==> config.mk <==
export PLATFORM = sky130hd
export DESIGN_NAME = recovery_pc_restore
export DESIGN_NICKNAME = d
export VERILOG_FILES = /design/src/rtl/recovery_pc_restore.sv
export SDC_FILE = /design/constraint.sdc
export NUM_CORES = 1
export LEC_CHECK = 0
export ABC_AREA = 0
export CORE_UTILIZATION = 40
export DETAILED_ROUTE_END_ITERATION = 6
export PLACE_DENSITY = 0.85
export SLEW_MARGIN = 20
export SYNTH_ARGS = -nofsm -noshare
export SYNTH_HDL_FRONTEND = slang
export SYNTH_SLANG_ARGS = --single-unit
==> constraint.sdc <==
create_clock -name clk_i -period 2 [get_ports clk_i]
set_clock_uncertainty 0.2 [all_clocks]
set_input_delay 0.5 -clock clk_i [delete_from_list [all_inputs] [get_ports clk_i]]
set_output_delay 0.5 -clock clk_i [all_outputs]
set_load 0.01 [all_outputs]
==> src/rtl/recovery_pc_restore.sv <==
// recovery_pc_restore
//
// Sequences a program-counter restore after an HMR recovery request:
// halts the core, reads the recovery PC storage once, hands the stored PC
// (and, if flagged, the stored branch target) to the core, then clears the
// storage and reports completion.
//
// Parameters
//   AddrWidth   : program-counter / branch-address width
//   HaltTimeout : cycles to wait in HALT for core_halted_i (1..255)
//
// Build option
//   RECOVERY_PC_ALIGN_CHECK_EN : when defined, a misaligned stored PC (bit0)
//   or misaligned stored branch target (bit0, branch flag set) skips the
//   restore handshake and finishes with error_o instead of done_o.
//   When undefined, error_o is tied 0.
//
// Ports
//   clk_i, rst_ni                 clock, asynchronous active-low reset
//   start_i                       recovery request pulse (IDLE only)
//   core_halted_i                 core halt acknowledge (level)
//   core_pc_ready_i               core accepts core_pc_o
//   recovery_program_counter_i    stored PC
//   recovery_branch_i             stored branch flag
//   recovery_branch_addr_i        stored branch target
//   rpc_read_enable_o             storage read enable (READ)
//   rpc_clear_o                   storage clear (CLEAR)
//   rpc_write_block_o             blocks backup writes while not IDLE
//   core_halt_req_o               halt request, HALT..CLEAR
//   core_pc_valid_o, core_pc_o    restore address handshake
//   busy_o                        high in every state except IDLE
//   done_o, timeout_o, error_o    one-cycle status pulses
//   state_o                       current FSM state (debug)
//
// Handshake: core_pc_valid_o/core_pc_o are held stable while
// core_pc_ready_i is low; a transfer happens on a rising edge where both
// valid and ready are 1, and valid never drops before that edge.

module recovery_pc_restore #(
  parameter int unsigned AddrWidth   = 32,
  parameter int unsigned HaltTimeout = 16
) (
  input  logic                 clk_i,
  input  logic                 rst_ni,
  input  logic                 start_i,
  input  logic                 core_halted_i,
  input  logic                 core_pc_ready_i,
  input  logic [AddrWidth-1:0] recovery_program_counter_i,
  input  logic                 recovery_branch_i,
  input  logic [AddrWidth-1:0] recovery_branch_addr_i,
  output logic                 rpc_read_enable_o,
  output logic                 rpc_clear_o,
  output logic                 rpc_write_block_o,
  output logic                 core_halt_req_o,
  output logic                 core_pc_valid_o,
  output logic [AddrWidth-1:0] core_pc_o,
  output logic                 busy_o,
  output logic                 done_o,
  output logic                 timeout_o,
  output logic                 error_o,
  output logic [2:0]           state_o
);

  typedef enum logic [2:0] {
    IDLE       = 3'd0,
    HALT       = 3'd1,
    READ       = 3'd2,
    RESTORE_PC = 3'd3,
    RESTORE_BR = 3'd4,
    CLEAR      = 3'd5
  } state_e;

  // Counter value on the last HALT cycle allowed before giving up.
  localparam logic [7:0] TimeoutLast = 8'(HaltTimeout - 1);

  state_e               state_q, state_d;
  logic [7:0]           cnt_q, cnt_d;
  logic                 timeout_q, timeout_d;
  logic [AddrWidth-1:0] pc_q;
  logic                 br_q;
  logic [AddrWidth-1:0] br_addr_q;

`ifdef RECOVERY_PC_ALIGN_CHECK_EN
  // Remembers that the current pass ends through CLEAR because of an
  // alignment fault, so CLEAR reports error_o rather than done_o.
  logic err_q, err_d;
  logic align_bad;

  // Evaluated on the values being captured in READ, so the decision matches
  // what the captured registers will hold.
  assign align_bad = recovery_program_counter_i[0] |
                     (recovery_branch_i & recovery_branch_addr_i[0]);
`endif

  // Next state and counters.
  always_comb begin
    state_d   = state_q;
    cnt_d     = cnt_q;
    timeout_d = 1'b0;
`ifdef RECOVERY_PC_ALIGN_CHECK_EN
    err_d     = err_q;
`endif
    case (state_q)
      IDLE: begin
        if (start_i) begin
          state_d = HALT;
          cnt_d   = 8'd0;
`ifdef RECOVERY_PC_ALIGN_CHECK_EN
          err_d   = 1'b0;
`endif
        end
      end
      HALT: begin
        if (core_halted_i) begin
          state_d = READ;
        end else if (cnt_q == TimeoutLast) begin
          // Give up without touching storage; timeout_o shows in IDLE.
          state_d   = IDLE;
          timeout_d = 1'b1;
        end else begin
          cnt_d = cnt_q + 8'd1;
        end
      end
      READ: begin
        state_d = RESTORE_PC;
`ifdef RECOVERY_PC_ALIGN_CHECK_EN
        if (align_bad) begin
          state_d = CLEAR;
          err_d   = 1'b1;
        end
`endif
      end
      RESTORE_PC: begin
        if (core_pc_ready_i) begin
          state_d = br_q ? RESTORE_BR : CLEAR;
        end
      end
      RESTORE_BR: begin
        if (core_pc_ready_i) begin
          state_d = CLEAR;
        end
      end
      CLEAR: begin
        state_d = IDLE;
      end
      default: begin
        state_d = IDLE;
      end
    endcase
  end

  // Outputs are decoded from the state register only, so reset forces them
  // all to zero as soon as rst_ni falls.
  always_comb begin
    rpc_read_enable_o = 1'b0;
    rpc_clear_o       = 1'b0;
    rpc_write_block_o = 1'b0;
    core_halt_req_o   = 1'b0;
    core_pc_valid_o   = 1'b0;
    core_pc_o         = '0;
    busy_o            = 1'b0;
    done_o            = 1'b0;
    error_o           = 1'b0;
    if (state_q != IDLE) begin
      busy_o            = 1'b1;
      rpc_write_block_o = 1'b1;
      core_halt_req_o   = 1'b1;
    end
    case (state_q)
      READ: rpc_read_enable_o = 1'b1;
      RESTORE_PC: begin
        core_pc_valid_o = 1'b1;
        core_pc_o       = pc_q;
      end
      RESTORE_BR: begin
        core_pc_valid_o = 1'b1;
        core_pc_o       = br_addr_q;
      end
      CLEAR: begin
        rpc_clear_o = 1'b1;
`ifdef RECOVERY_PC_ALIGN_CHECK_EN
        done_o      = ~err_q;
        error_o     = err_q;
`else
        done_o      = 1'b1;
`endif
      end
      default: ;
    endcase
  end

  assign timeout_o = timeout_q;
  assign state_o   = state_q;

  always_ff @(posedge clk_i or negedge rst_ni) begin
    if (!rst_ni) begin
      state_q   <= IDLE;
      cnt_q     <= 8'd0;
      timeout_q <= 1'b0;
    end else begin
      state_q   <= state_d;
      cnt_q     <= cnt_d;
      timeout_q <= timeout_d;
    end
  end

  always_ff @(posedge clk_i or negedge rst_ni) begin
    if (!rst_ni) begin
      pc_q      <= '0;
      br_q      <= 1'b0;
      br_addr_q <= '0;
    end else if (state_q == READ) begin
      pc_q      <= recovery_program_counter_i;
      br_q      <= recovery_branch_i;
      br_addr_q <= recovery_branch_addr_i;
    end
  end

`ifdef RECOVERY_PC_ALIGN_CHECK_EN
  always_ff @(posedge clk_i or negedge rst_ni) begin
    if (!rst_ni) begin
      err_q <= 1'b0;
    end else begin
      err_q <= err_d;
    end
  end
`endif

endmodule

==> impl_metrics.tcl <==
set metrics [dict create \
    clk_pin_slew_ns 0.08 \
    p_leak_nw 2.33 \
    routedWlPerCell_um 17.9 \
    post_synth.cell_area_avg_um2 13.2 \
    synth_top_cells_by_area "dfrtp_1 (56%), mux2_2 (21%), a22o_1 (8.1%), buf_2 (1.6%), a31oi_1 (1.3%)" \
    die_width_um 95.2 \
    r2r_cells 7 \
    clkSinkCount 77 \
    nets 476 \
    status "finished with violations" \
    grt.overflow.total 0 \
    clock-root-buffer "clkbuf_8" \
    slowest_delay_ns 0.45 \
    cpMostUsedCell "buf_6" \
    fin_crit_ns 2.39 \
    final-setup-viol-count 42 \
    critPathCaptureType "primary output" \
    yosysTopAreaCell "dfrtp_1" \
    final_area_mm2 0.00530 \
    start_util_pct 41.8 \
    hpwl_mm 5.73 \
    drt_wl_total_mm 9.21 \
    drt_iter0_markers 54 \
    timing.rr.end "cnt_q[3]" \
    syn_nets 333 \
    rsz0062_at_grt "yes" \
    syn_to_final_growth_pct 52.6 \
    worstPathRequired_ns 1.30 \
    syn_area_mm2 0.00347 \
    fp-row-count 33 \
    hold_viol 0 \
    drv_cap 0 \
    antenna_found_initial 0 \
    min_from "br_addr_q[19]" \
    final_max_slew_viol_count 0 \
    grt_first_pass_wirelength_mm 14.5 \
    period_share_pct 119 \
    synth_seq_cells 77 \
    grt_max_degree 46 \
    crit_family "buffers and inverters" \
    clock_latency_ns 0.34 \
    hold_path_end "br_addr_q[19]" \
    clockBufferDepth 2 \
    fmax_mhz 419 \
    io_pins 114 \
    coreArea_mm2 0.00830 \
    violations "setup timing" \
    critPathKind "register to primary output" \
    crit_arrival_ns 1.69 \
    vias 2754 \
    htreeDepth 3 \
    ant_nets 0 \
    drtPass1Iterations 4 \
    vias_per_cell 5.36 \
    peakVddDrop_uv 779 \
    grt_pass1_vias 2863 \
    gp_congestion 0.812 \
    antenna-diode-count 0 \
    dieHeight_um 95.2 \
    min_path_cells 1 \
    layout_commonest_cell "dfrtp_1" \
    route.detailed.drc 0 \
    placed_cell_area_mm2 0.00485 \
    path_cells "nor3b_4 > buf_6 > buf_8 > buf_6 > a22o_1 > buf_2" \
    worst-path-buf-inv 4 \
    grtUsageTotal_pct 21.7 \
    cts_buffers 9 \
    utilization_pct 63.8 \
    cts_tree "built" \
    syn_inst 262 \
    die_area_mm2 0.00905 \
    tns_ns -10.86 \
    timing.final.ws_setup_ns -0.388 \
    final_cell_mix "dfrtp_1 (75), clkdlybuf4s50_1 (69), mux2_2 (65)" \
    regToRegStartpoint "state_o[2]" \
    cp_max_fo 8 \
    num-fill-cells 650 \
    synthDominantCellAreaShare_pct 55.5 \
    min_path_type "register to register" \
    layout-drive-gt1-share_pct 43.8 \
    yosysSeqAreaShare_pct 55.5 \
    yosysWarnings 0 \
    ys_types 38 \
    r2r_slack_ns -0.06 \
    portBuffers 112 \
    cp_slowest_cell "dfrtp_2" \
    crit_path_start_kind "register" \
    p_per_area_mw_per_mm2 1520 \
]
## worst register-to-register path, stage by stage, from the launching register on
cell and delay, ns:
dfrtp_1 0.39, buf_6 0.12, buf_4 0.17, or3b_4 0.41, a211oi_4 0.31, buf_4 0.18
a31oi_1 0.07, a31oi_1 0.15
## metal layers
metal	global-route usage, %	part of all wire, %
met3	5.34	4.8
met5	0	0
met2	34.8	49
met4	9.85	2.9
met1	27.6	44
## synth_stat cells (all sizes together)
cell type / instances
a211oi: 1
and3: 1
nor3: 4
nand2: 11
nand3b: 1
or2: 1
a2111oi: 1
and2: 1
mux2: 65
a22o: 32
o31ai: 1
a21o: 2
a41oi: 1
mux2i: 2
clkbuf: 5
conb: 1
buf: 16
a31o: 1
o2bb2ai: 1
nor3b: 3
nand3: 1
o41ai: 1
o21ai: 4
o22ai: 1
nand2b: 1
or3b: 1
dfrtp: 77
nor2: 6
and4: 1
nor2b: 1
ha: 1
a21oi: 3
inv: 4
a31oi: 7
nor4: 2
## power by group
group          total, W  leakage, nW  internal (W)  switching [W]
Combinational   0.00379         1.28       0.00221        0.00158
Clock           0.00153        0.130      0.000984       0.000546
Sequential      0.00274        0.925       0.00231       0.000432
Total           0.00806         2.33       0.00551        0.00256
## registers in the layout, summed over array words and instances (netlist names)
register,count
br_addr_q,32
pc_q,32
cnt_q,8
state_o,3
br_q,1
timeout_o,1
## final cells by class
class / count / area, um^2 / area share, %
clock buffers: 11 / 141 / 2.67
clock inverters: 4 / 120 / 2.27
inverters: 4 / 15.0 / 0.283
multi-input cells: 160 / 1490 / 28.0
flip-flops and latches: 77 / 1930 / 36.4
well taps: 105 / 131 / 2.48
repair buffers: 153 / 1480 / 27.8
## per-stage QoR
step,total power [W],hold WS [ns],cells,worst slack [ns]
finish,0.00806,0.308,514,-0.388
global route,0.00853,0.326,514,-0.464
CTS,0.00811,0.314,514,-0.386
detailed placement,0.00619,0.269,480,-0.361
global placement,0.00604,0.266,480,-0.307
floorplan,0.00474,0.00441,262,0.0139
## cells by family (layout without fill, tap and decap cells)
| logic type | Yosys count | count (layout) | share of synthesized area, % |
|---|---|---|---|
| AO/OA/AOI/OAI | 56 | 56 | 13.3 |
| adder cells (fa/ha/maj) | 1 | 1 | 0.360 |
| buffers and inverters | 25 | 172 | 3.64 |
| flip-flops | 77 | 77 | 55.5 |
| multiplexers | 67 | 67 | 21.7 |
| other | 1 | 1 | 0.108 |
| AND/OR/NAND/NOR | 35 | 35 | 5.44 |
## worst max-delay path by stage
stage | from | endpoint | slack (ns) | cells past startpoint
after floorplan | state_o[0] | core_pc_o[10] | 0.01 | 5
after global placement | state_o[0] | core_pc_o[12] | -0.31 | 4
after detailed placement | state_o[2] | core_pc_o[12] | -0.36 | 5
after CTS | state_o[2] | core_pc_o[22] | -0.39 | 7
after global routing | state_o[2] | core_pc_o[26] | -0.46 | 7
final | state_o[0] | core_pc_o[26] | -0.39 | 6
## what timing repair did
| item | in CTS | in global routing |
|---|---|---|
| hold buffers | 1 | 0 |
| gates cloned | 6 | 0 |
| resized for setup | 202 | 5 |
| pin swaps | 19 | 9 |
| buffers inserted | 13 | 4 |
| endpoints found under the setup margin | 44 | 49 |
| endpoints found under the hold margin | 32 | 0 |
Power figures use the tool's default switching activity.
